--- src/rtl/pulse_meas_pkg.sv ---
// Shared types and constants for the pulse pattern decoder.
// FSM encodings, default clock/tick rates and a width helper.
package pulse_meas_pkg;

   typedef enum logic [1:0] {
      IDLE = 2'd0,
      HIGH = 2'd1,
      LOW  = 2'd2
   } state_t;

   localparam int unsigned CLK_HZ_DEF  = 100_000_000;
   localparam int unsigned TICK_HZ_DEF = 1000;

   function automatic int unsigned bits_for(input int unsigned n);
      return (n > 1) ? $clog2(n) : 1;
   endfunction

endpackage

--- src/rtl/input_debouncer.sv ---
// Two-flop synchroniser plus tick-based debouncer.
// A level change is accepted after DEBOUNCE_TICKS differing ticks.
module input_debouncer
   import pulse_meas_pkg::*;
#(
   parameter int unsigned DEBOUNCE_TICKS = 4
) (
   input  logic clk,
   input  logic rst_n,
   input  logic tick,
   input  logic raw,
   output logic level
);

   localparam int unsigned DEB_W = bits_for(DEBOUNCE_TICKS + 1);
   localparam logic [DEB_W-1:0] DEB_MAX = DEB_W'(DEBOUNCE_TICKS - 1);

   logic [1:0]       sync_q;
   logic             sync;
   logic [DEB_W-1:0] deb_cnt;

   assign sync = sync_q[1];

   always_ff @(posedge clk or negedge rst_n) begin
      if (!rst_n) begin
         sync_q <= '0;
      end else begin
         sync_q <= {sync_q[0], raw};
      end
   end

   // Both edges see the same delay, so phase durations are preserved.
   always_ff @(posedge clk or negedge rst_n) begin
      if (!rst_n) begin
         deb_cnt <= '0;
         level   <= 1'b0;
      end else if (tick) begin
         if (sync != level) begin
            if (deb_cnt == DEB_MAX) begin
               level   <= ~level;
               deb_cnt <= '0;
            end else begin
               deb_cnt <= deb_cnt + 1'b1;
            end
         end else begin
            deb_cnt <= '0;
         end
      end
   end

endmodule

--- src/rtl/pulse_pattern_decoder.sv ---
// Measures high/low phase durations of a debounced input in ticks.
// Define PULSE_PERIOD_OUT_EN to add the registered period_ticks output.
module pulse_pattern_decoder
   import pulse_meas_pkg::*;
#(
   parameter int unsigned CLK_HZ         = CLK_HZ_DEF,
   parameter int unsigned TICK_HZ        = TICK_HZ_DEF,
   parameter int unsigned DEBOUNCE_TICKS = 4,
   parameter int unsigned CNT_W          = 16
) (
   input  logic             CLK100MHZ,
   input  logic             CPU_RESETN,
   input  logic             sig_in,
   output logic             tick_out,
   output logic             sig_level,
   output logic [CNT_W-1:0] on_ticks,
   output logic [CNT_W-1:0] off_ticks,
   output logic             sat,
`ifdef PULSE_PERIOD_OUT_EN
   output logic [CNT_W:0]   period_ticks,
`endif
   output logic             meas_valid
);

   localparam int unsigned DIV   = CLK_HZ / TICK_HZ;
   localparam int unsigned DIV_W = bits_for(DIV);
   localparam logic [DIV_W-1:0] DIV_MAX = DIV_W'(DIV - 1);
   localparam logic [CNT_W-1:0] CNT_MAX = '1;

   logic [DIV_W-1:0] div_cnt;
   logic             tick;
   logic             lvl_d;
   logic             rise;
   logic             fall;

   state_t           state;
   state_t           state_nx;

   logic             clr_lo;
   logic             clr_hv;
   logic             ld_hold;
   logic             clr_hi;
   logic             pub;

   logic [CNT_W-1:0] hi_cnt;
   logic             hi_sat;
   logic [CNT_W-1:0] lo_cnt;
   logic             lo_sat;
   logic [CNT_W-1:0] hold_cnt;
   logic             hold_sat;
   logic             hi_valid;

   assign tick = (div_cnt == DIV_MAX);

   always_ff @(posedge CLK100MHZ or negedge CPU_RESETN) begin
      if (!CPU_RESETN) begin
         div_cnt  <= '0;
         tick_out <= 1'b0;
      end else begin
         div_cnt  <= tick ? '0 : div_cnt + 1'b1;
         tick_out <= tick;
      end
   end

   input_debouncer #(
      .DEBOUNCE_TICKS(DEBOUNCE_TICKS)
   ) u_deb (
      .clk  (CLK100MHZ),
      .rst_n(CPU_RESETN),
      .tick (tick),
      .raw  (sig_in),
      .level(sig_level)
   );

   always_ff @(posedge CLK100MHZ or negedge CPU_RESETN) begin
      if (!CPU_RESETN) begin
         lvl_d <= 1'b0;
      end else begin
         lvl_d <= sig_level;
      end
   end

   assign rise = sig_level & ~lvl_d;
   assign fall = ~sig_level & lvl_d;

   always_ff @(posedge CLK100MHZ or negedge CPU_RESETN) begin
      if (!CPU_RESETN) begin
         state <= IDLE;
      end else begin
         state <= state_nx;
      end
   end

   always_comb begin
      state_nx = state;
      unique case (state)
         IDLE:    if (fall) state_nx = LOW;
         HIGH:    if (fall) state_nx = LOW;
         LOW:     if (rise) state_nx = HIGH;
         default: state_nx = IDLE;
      endcase
   end

   // A rise seen from IDLE may be a reset artefact, so it is ignored.
   always_comb begin
      clr_lo  = 1'b0;
      clr_hv  = 1'b0;
      ld_hold = 1'b0;
      clr_hi  = 1'b0;
      pub     = 1'b0;
      unique case (state)
         IDLE: begin
            clr_lo = fall;
            clr_hv = fall;
         end
         HIGH: begin
            ld_hold = fall;
            clr_lo  = fall;
         end
         LOW: begin
            clr_hi = rise;
            pub    = rise & hi_valid;
         end
         default: ;
      endcase
   end

   always_ff @(posedge CLK100MHZ or negedge CPU_RESETN) begin
      if (!CPU_RESETN) begin
         hi_cnt <= '0;
         hi_sat <= 1'b0;
      end else if (clr_hi) begin
         hi_cnt <= '0;
         hi_sat <= 1'b0;
      end else if (tick && state == HIGH && sig_level) begin
         if (hi_cnt == CNT_MAX) begin
            hi_sat <= 1'b1;
         end else begin
            hi_cnt <= hi_cnt + 1'b1;
         end
      end
   end

   always_ff @(posedge CLK100MHZ or negedge CPU_RESETN) begin
      if (!CPU_RESETN) begin
         lo_cnt <= '0;
         lo_sat <= 1'b0;
      end else if (clr_lo) begin
         lo_cnt <= '0;
         lo_sat <= 1'b0;
      end else if (tick && state == LOW && !sig_level) begin
         if (lo_cnt == CNT_MAX) begin
            lo_sat <= 1'b1;
         end else begin
            lo_cnt <= lo_cnt + 1'b1;
         end
      end
   end

   always_ff @(posedge CLK100MHZ or negedge CPU_RESETN) begin
      if (!CPU_RESETN) begin
         hold_cnt <= '0;
         hold_sat <= 1'b0;
         hi_valid <= 1'b0;
      end else if (ld_hold) begin
         hold_cnt <= hi_cnt;
         hold_sat <= hi_sat;
         hi_valid <= 1'b1;
      end else if (clr_hv) begin
         hi_valid <= 1'b0;
      end
   end

   always_ff @(posedge CLK100MHZ or negedge CPU_RESETN) begin
      if (!CPU_RESETN) begin
         on_ticks   <= '0;
         off_ticks  <= '0;
         sat        <= 1'b0;
         meas_valid <= 1'b0;
      end else begin
         meas_valid <= pub;
         if (pub) begin
            on_ticks  <= hold_cnt;
            off_ticks <= lo_cnt;
            sat       <= hold_sat | lo_sat;
         end
      end
   end

`ifdef PULSE_PERIOD_OUT_EN
   always_ff @(posedge CLK100MHZ or negedge CPU_RESETN) begin
      if (!CPU_RESETN) begin
         period_ticks <= '0;
      end else if (pub) begin
         period_ticks <= {1'b0, hold_cnt} + {1'b0, lo_cnt};
      end
   end
`endif

endmodule

--- config.mk ---
export PLATFORM = sky130hd
export DESIGN_NAME = pulse_pattern_decoder
export DESIGN_NICKNAME = d
export VERILOG_FILES = /design/src/rtl/pulse_meas_pkg.sv /design/src/rtl/input_debouncer.sv /design/src/rtl/pulse_pattern_decoder.sv
export SDC_FILE = /design/constraint.sdc
export NUM_CORES = 1
export LEC_CHECK = 0
export CORE_MARGIN = 3
export CORE_UTILIZATION = 45
export CTS_CLUSTER_SIZE = 16
export DETAILED_ROUTE_END_ITERATION = 7
export GPL_ROUTABILITY_DRIVEN = 1
export SLEW_MARGIN = 40
export SYNTH_ARGS = -nofsm -noshare
export SYNTH_HDL_FRONTEND = slang
export SYNTH_SLANG_ARGS = --single-unit
export TNS_END_PERCENT = 50
--- constraint.sdc ---
create_clock -name CLK100MHZ -period 6.08 [get_ports CLK100MHZ]
set_clock_uncertainty 0.1 [all_clocks]
set_input_delay 1.216 -clock CLK100MHZ [delete_from_list [all_inputs] [get_ports CLK100MHZ]]
set_output_delay 1.216 -clock CLK100MHZ [all_outputs]
set_load 0.005 [all_outputs]
# Word level (Yosys, flattened, before mapping)

Cells that the tools add are included.

Bits in registers: 113
Bits of input ports: 3

Add/sub/neg operators: 4
Equality and inequality tests: 11
Muxes and demuxes: 25
Bitwise operators: 6
Reduce and logical (&&, ||, !) cells: 18

Operator list:

| operator              | count |
|---|---|
| $mux 16               | 6 |
| $add 16x1->16 const B | 2 |
| $eq 16x16->1 const B  | 2 |
| $add 17x1->17 const B | 1 |
| $eq 17x17->1 const B  | 1 |
| $mux 17               | 1 |
| $mux 1                | 13 |
| $reduce_and 2->1      | 5 |
| $reduce_bool 2->1     | 5 |
| $mux 3                | 2 |
| $ne 2x2->1 const B    | 3 |
| $logic_and 1x1->1     | 4 |
| $mux 2                | 2 |
| $pmux 2 s2            | 1 |
| $add 3x1->3 const B   | 1 |
| $and 1x1->1           | 3 |
| $eq 3x2->1 const B    | 1 |
| $reduce_and 3->1      | 1 |
| $eq 2x1->1 const B    | 1 |
| $eq 2x2->1 const B    | 1 |
| $logic_not 2->1       | 1 |
| $ne 2x1->1 const B    | 1 |
| $not 1->1             | 2 |
| $reduce_or 2->1       | 1 |
| 3 further kinds       | 3 |

# Depth between registers and ports, before layout

Gate-level depths: netlist of the first run.

Word-level depth: 5
Depth in mapped cells: 9

# Hierarchy

Synthesis of the first run repeated with hierarchy kept, for this count alone.

Cell total of the unflattened synthesis: 442
Area total of the unflattened synthesis: 5,128.7 µm²

Modules (own cells, without submodules):

| module                | times used | cells an instance | area an instance (µm²) | sequential area each (µm²) |
|---|---|---|---|---|
| pulse_pattern_decoder | 1          | 422               | 4,875.9                | 2,677.6 |
| input_debouncer       | 1          | 20                | 252.7                  | 150.1 |

# Least setup slack after synthesis of the first run

OpenSTA, ideal clock, no wires.

Path kind: register to register
From: register div_cnt[0]
To: register hi_cnt[14]
Data arrival time: 1,989 ps
Required time: 5,902 ps
Slack: 3,914 ps
Cell stages (with the launch flop): 9
Buffers on the path: 2
Period minus slack after synthesis: 2,166 ps
Cells stage by stage: dfrtp_1 > ha_1 > and3_1 > buf_2 > nand4_1 > or3_4 > buf_6 > or4_1 > a21oi_1

Word-level cells in the longest chain between the ends: 5

Ends and longest elaborated chain:

| what                            | line                         | RTL |
|---|---|---|
| from (decl)                     | pulse_pattern_decoder.sv:30  | `logic [DIV_W-1:0] div_cnt;` |
| from (signal assigned)          | pulse_pattern_decoder.sv:60  | `div_cnt <= tick ? '0 : div_cnt + 1'b1;` |
| $eq 17x17->1                    | pulse_pattern_decoder.sv:53  | `assign tick = (div_cnt == DIV_MAX);` |
| $logic_and 1x1->1 (2 in series) | pulse_pattern_decoder.sv:135 | `end else if (tick && state == HIGH && sig_level) begin` |
| $reduce_bool 2->1 (no line)     | --                           |  |
| $reduce_and 2->1 (no line)      | --                           |  |
| to (signal assigned)            | pulse_pattern_decoder.sv:139 | `hi_cnt <= hi_cnt + 1'b1;` |
| to (decl)                       | pulse_pattern_decoder.sv:45  | `logic [CNT_W-1:0] hi_cnt;` |

Every way passes these cells.
A chain may end at the register's enable or synchronous reset.

# Worst setup path after layout of the first run

From: register u_deb.level
To: output sig_level

RTL lines:

| what                   | line                        | RTL |
|---|---|---|
| from (decl)            | input_debouncer.sv:12       | `output logic level` |
| from (signal assigned) | input_debouncer.sv:40       | `level <= ~level;` |
| to (decl)              | pulse_pattern_decoder.sv:15 | `output logic sig_level,` |

No word-level cell between the ends.

==> summary.md, run 1 <==
| Metric | Value |
|---|---|
| Crit start category | `flip-flop` |
| Synth Flop Type | `dfrtp_1` |
| Reg2Reg Launch Point | `div_cnt[0]` |
| Routed via count | `3,489` |
| DRT Wirelength | `10,100 um` |
| Chip Width | `112 um` |
| Crit path max-delay family | `buffers and inverters` |
| Routed WL per cell | `16.0 um` |
| Fin crit share | `49.3%` |
| Max transition margin | `55.7%` |
| Post-synth top area share | `56.3%` |
| Worst slew pin tran | `661 ps` |
| Wire length of the first global-routing pass | `17,800 um` |
| Crit path capture type | `output pin` |
| Time the worst path needs with I/O delays and setup | `3000 ps` |
| Total GRT Usage | `17.7%` |
| Routability cong. | `0.840` |
| DR iter-0 viols | `198` |
| Asr flop ratio synth | `100%` |
| Fillcell total | `864` |
| Seq cells post-synth | `113` |
| Largest net degree at the start of global routing | `71` |
| Final setup vio count | `0` |
| CTS sink count | `113` |
| Overall power | `1790 uW` |
| Post-CTS setup repair buffer count | `0` |
| CTS resizes | `0` |
| Final Hold Viols | `0` |
| I/O pin count | `39` |
| Synth area leaders | `dfrtp_1, mux2_2, nand2_1` |
| H-tree depth | `4` |
| Hold-fix buffers, CTS | `0` |
| Antenna violations before repair | `0` |
| Synth Cell Area | `5020 um2` |
| Final Instance Area | `6150 um2` |
| CTS root buffer | `clkbuf_8` |
| Final TNS setup | `0 ps` |
| CP max FO | `12` |
| Status | `finished, final reports clean` |
| Synth top cells by count | `dfrtp_1, mux2_2, nand2_1` |
| Lkg Pwr | `0.00276 uW` |
| CTS tree | `done` |
| Peak Freq | `334 MHz` |
| Die Area | `12,500 um2` |
| Vias per cell | `5.50` |
| Synth area leader | `dfrtp_1` |
| Pwr/cell area | `292 nW/um2` |
| Unrepaired setup endpoints after global routing | `no` |
| Inserted Diodes | `0` |
| Slew Limit Fails | `0` |
| Yosys warnings | `0` |
| Sw Share | `20.3%` |
| Worst Path Required | `4760 ps` |
| CP startpoint | `u_deb.level` |
| I/O Buffers | `38` |
| Initial Utilization | `47.4%` |
| Nets | `492` |
| Cell chain of the critical path | `clkdlybuf4s50_1` |
| Number of global-route vias before repair | `3,595` |
| Int Pwr | `1430 uW` |
| Layout area overhead | `22.5%` |
| Num rows | `37` |
| TritonRoute pass-1 iters | `4` |
| Largest stage delay, worst path | `610 ps` |
| Grt ovf | `0` |
| Worst Path Arrival | `1680 ps` |
| Placement Cell Area | `5530 um2` |
| Num CTS Buffers | `17` |
| VDD IR max | `0.166 mV` |
| FF/Latch Area | `2830 um2` |
| Syn avg cell area | `11.4 um2` |
| HP Class | `reg -> reg` |
| Synth Instances | `441` |
| Area of the multi-input gates | `2120 um2` |
| Max-cap violations | `0` |
| Gate power share | `0.9%` |
| Die Ht | `112 um` |
| Detail Route Antenna Nets | `0` |
| Crit Path Class | `reg -> out` |
| Seq/Total Area, Yosys | `56.3%` |
| Reg clk slew, reported paths | `60 ps` |
| Post-synth EDFFs | `0` |
| Min Hold Slack | `252 ps` |
| Cell variety after synth | `45` |
| Clk_lat worst skew | `520 ps` |
| Sequential group share of total power | `42.0%` |
| DP HPWL | `6540 um` |
| Sw power | `365 uW` |
| Most common cell in the netlist | `dfrtp_1` |
| Syn_nets | `448` |
| Share of layout cells above drive strength 1 | `20.3%` |
| Final core occ | `58.0%` |
| Clk buf depth | `2` |
| DRC | `0` |
| CP max-delay cell | `clkdlybuf4s50_1` |
| CORE AREA | `10,600 um2` |
| Clk pwr share | `57.1%` |
| WP buf/inv | `1` |
| Worst hold start | `u_deb.sync_q[0]` |
==> logic make-up after synthesis <==
group / share of synthesized area [%]
buf+inv: 1.89
flops: 56.3
simple gates: 19.0
fa+ha+maj: 0.996
compound gates: 7.05
xor+xnor: 2.96
mux: 11.8
==> flip-flops by register name, indices dropped and copies added, names as in the netlist <==
name / count
on_ticks: 16
sat: 1
hold_sat: 1
hi_cnt: 16
lvl_d: 1
div_cnt: 17
hold_cnt: 16
u_deb.sync_q: 2
lo_sat: 1
meas_valid: 1
hi_sat: 1
off_ticks: 16
u_deb.deb_cnt: 3
lo_cnt: 16
u_deb.level: 1
state: 2
hi_valid: 1
tick_out: 1
==> power groups by stage <==
stage	Clock, uW	Combinational [uW]	Sequential (uW)
floorplan	0	0.604	767
global placement	0	17.5	767
detailed placement	0	17.8	767
CTS	1040	17.9	754
global route	1080	20.1	753
finish	1020	16.6	754
==> layer usage <==
layer | wire length [um] | global-route usage (%) | up-vias
met3 | 373 | 5.49 | 10
met5 | 0 | 0 | -
li1 | - | - | 1690
met1 | 5030 | 24.9 | 1730
met4 | 102 | 6.65 | 0
met2 | 4610 | 25.7 | 59
==> worst paths after layout <==
check / to / slack [ps] / cells past startpoint
min in group asynchronous: off_ticks[12] / 610 / 1
max in group asynchronous: lo_cnt[14] / 4250 / 2
setup reg to reg: lo_cnt[8] / 3390 / 6
setup / recovery: sig_level / 3080 / 1
hold / removal: u_deb.sync_q[1] / 250 / 0
hold reg to reg: u_deb.sync_q[1] / 250 / 0
==> cells in the final DEF (no fill, tap or decap), drive strengths merged, types with 5 or more instances in the layout <==
| cell | n |
|---|---|
| nor2 | 25 |
| clkbuf | 18 |
| nand4 | 17 |
| nand2b | 7 |
| a21oi | 21 |
| or3 | 13 |
| clkinv | 7 |
| or4 | 8 |
| dfrtp | 113 |
| nand2 | 41 |
| clkdlybuf4s50 | 37 |
| nor4 | 7 |
| nor2b | 8 |
| o31ai | 8 |
| nand3 | 20 |
| o21ai | 18 |
| xor2 | 9 |
| inv | 5 |
| and2 | 5 |
| xnor2 | 8 |
| mux2 | 49 |
==> layout make-up <==
| cell class | count | area share (%) |
|---|---|---|
| inverter | 5 | 0.305 |
| sequential | 113 | 46.0 |
| clock inverter | 14 | 3.07 |
| clock buffer | 18 | 6.95 |
| timing repair buffer | 41 | 6.57 |
| tap | 136 | 2.77 |
| multi-input combinational | 307 | 34.4 |
==> stage by stage <==
step	setup WS, ps	instances
2_1_floorplan	3910	441
3_3_place_gp	3090	602
3_5_place_dp	3300	602
4_1_cts	3020	634
5_1_grt	2980	634
6_report	3080	634
Power figures use the tool's default switching activity.
==> run 2, diff against run 1 <==
==> constraint.sdc (replaced) <==
create_clock -name CLK100MHZ -period 2.8 [get_ports CLK100MHZ]
set_clock_uncertainty 0.1 [all_clocks]
set_input_delay 0.56 -clock CLK100MHZ [delete_from_list [all_inputs] [get_ports CLK100MHZ]]
set_output_delay 0.56 -clock CLK100MHZ [all_outputs]
set_load 0.005 [all_outputs]
==> run 2 against run 1 <==
  * Critical path depth rose by 5
  * Sequential cell count did not move
  * Total power rose by 110%
  * Non-clock buffer count rose by 7
  * Worst hold slack got worse by 210 ps
  * Register-to-register slack got worse by 3000 ps
  * Clock power rose by 110%
  * Design area rose by 0.41%
  * First-iteration DRC count fell by 0.51%
  * Highest routed layer unchanged
==> summary.md, run 2 (synthesized netlist as in run 1, its figures left out) <==
| Metric | Value |
|---|---|
| Status | `finished, final reports clean (unchanged)` |
| I/O Buffers | `38 (unchanged)` |
| Post-CTS setup repair buffer count | `0 (unchanged)` |
| Detail Route Antenna Nets | `0 (unchanged)` |
| Max reg flops | `17 (unchanged)` |
| Final Instance Area | `6180 um2 (was 6150 um2)` |
| Clk_lat worst skew | `500 ps (was 520 ps)` |
| CTS root buffer | `clkbuf_8 (unchanged)` |
| CTS tree | `done (unchanged)` |
| Reg clk slew, reported paths | `60 ps (about the same)` |
| Routed WL per cell | `15.9 um (was 16.0 um)` |
| Peak Freq | `413 MHz` |
| Final Hold Viols | `0 (unchanged)` |
| Final core occ | `58.3% (was 58.0%)` |
| Crit start category | `flip-flop (unchanged)` |
| Most common cell after layout, fill and taps aside | `dfrtp_1 (unchanged)` |
| Top reg by flops | `div_cnt (unchanged)` |
| VDD IR max | `0.395 mV (was 0.166 mV)` |
| Initial Utilization | `47.4% (unchanged)` |
| Met3 wire length | `432 um (was 373 um)` |
| Clk buf depth | `2 (unchanged)` |
| Unrepaired setup endpoints after global routing | `no (unchanged)` |
| Lkg Pwr | `0.00280 uW (was 0.00276 uW)` |
| Inserted Diodes | `0 (unchanged)` |
| Max-cap violations | `0 (unchanged)` |
| H-tree depth | `4 (unchanged)` |
| Pwr/cell area | `621 nW/um2 (was 292 nW/um2)` |
| Num CTS Buffers | `17 (unchanged)` |
| Fin crit share | `86.5%` |
| Most frequent cells in the layout | `dfrtp_1, mux2_2, nand2_1 (unchanged)` |
| Largest net degree at the start of global routing | `114 (was 71)` |
| Nets | `499 (was 492)` |
| Vias per cell | `5.54 (was 5.50)` |
| I/O pin count | `39 (unchanged)` |
| Final TNS setup | `0 ps (unchanged)` |
| Chip Width | `112 um (unchanged)` |
| Fillcell total | `912 (was 864)` |
| Cell chain of the critical path | `ha_1, and3_1, nand2_1, or3_1, or4_1, a21oi_1 (was clkdlybuf4s50_1)` |
| Num rows | `37 (unchanged)` |
| Wire length of the first global-routing pass | `17,700 um (was 17,800 um)` |
| Grt ovf | `0 (unchanged)` |
| DR iter-0 viols | `197 (was 198)` |
| Routed via count | `3,538 (was 3,489)` |
| Share of layout cells above drive strength 1 | `19.5% (was 20.3%)` |
| Final setup vio count | `0 (unchanged)` |
| CORE AREA | `10,600 um2 (unchanged)` |
| Worst Path Required | `3130 ps (was 4760 ps)` |
| Slew Limit Fails | `0 (unchanged)` |
| WP buf/inv | `0 (was 1)` |
| Antenna violations before repair | `0 (unchanged)` |
| DR top layer | `met4 (unchanged)` |
| Worst Path Arrival | `2750 ps (was 1680 ps)` |
| CP max-delay cell | `or3_1 (was clkdlybuf4s50_1)` |
| Crit path capture type | `flip-flop (was output pin)` |
| CTS resizes | `0 (unchanged)` |
| Die Area | `12,500 um2 (unchanged)` |
| Routability cong. | `0.820 (was 0.840)` |
| Crit Path Class | `reg -> reg (was reg -> out)` |
| DP HPWL | `6450 um (was 6540 um)` |
| Met2 WL | `4550 um (was 4610 um)` |
| Number of global-route vias before repair | `3,528 (was 3,595)` |
| DRC | `0 (unchanged)` |
| Hold-fix buffers, CTS | `0 (unchanged)` |
| CP max FO | `23 (was 12)` |
| Largest stage delay, worst path | `670 ps (was 610 ps)` |
| CTS sink count | `113 (unchanged)` |
| Crit path max-delay family | `simple AND/OR/NAND/NOR gates (was buffers and inverters)` |
| HP Class | `in -> async (was reg -> reg)` |
| Layout area overhead | `23.0% (was 22.5%)` |
| TritonRoute pass-1 iters | `4 (unchanged)` |
| DRT Wirelength | `10,100 um (about the same)` |
| WL met1 | `4990 um (was 5030 um)` |
| Max transition margin | `59.8% (was 55.7%)` |
| Total GRT Usage | `17.5% (was 17.7%)` |
| Time the worst path needs with I/O delays and setup | `2420 ps` |
| Die Ht | `112 um (unchanged)` |
| Worst slew pin tran | `604 ps (was 661 ps)` |
| Placement Cell Area | `5580 um2 (was 5530 um2)` |
## run 2: cell types whose count changed in the layout (fill, tap and decap cells not counted), moves of 2 or more
cell / delta
buf_4: +7
clkbuf_8: +4
clkbuf_1: +3
clkinv_4: -3
clkinvlp_4: -3
clkinv_2: -2
## run 2: final timing paths
check,start,end,slack (ps),cells past startpoint
worst max-delay path,div_cnt[0],lo_cnt[5],380,6
worst min register to register,u_deb.sync_q[0],u_deb.sync_q[1],260,0
worst min-delay path,CPU_RESETN,lo_cnt[14],40,2
worst max register to register,div_cnt[0],lo_cnt[5],380,6
min in group CLK100MHZ,u_deb.sync_q[0],u_deb.sync_q[1],260,0
max in group asynchronous,CPU_RESETN,div_cnt[12],2130,2
## run 2: metrics by stage
stage	total power, uW	std cells	worst slack (ps)	hold WS, ps
2_1_floorplan	1670	441	634	164
3_3_place_gp	1700	609	463	232
3_5_place_dp	1710	609	376	254
4_1_cts	3880	639	365	56.4
5_1_grt	3970	639	222	66.1
6_report	3840	639	379	38.2
## run 2: layer usage
layer / vias up / GRT usage (%)
li1: 1694 / -
met1: 1747 / 25.2
met2: 81 / 25.5
met3: 16 / 5.54
met4: 0 / 5.43
met5: - / 0
## run 2: cell type report
type	count	area (um2)	share of cell area, %
Clock buffer	25	494	8.00
Clock inverter	5	100	1.62
Inverter	5	18.8	0.304
Multi-Input combinational cell	307	2100	34.0
Sequential cell	113	2830	45.8
Tap cell	136	170	2.75
Timing Repair Buffer	48	465	7.53
## run 2: report_power, final
part | total (uW) | switching, uW | internal [uW]
Sequential | 1640 | 0.865 | 1640
Clock | 2160 | 701 | 1460
Combinational | 37.3 | 31.5 | 5.78
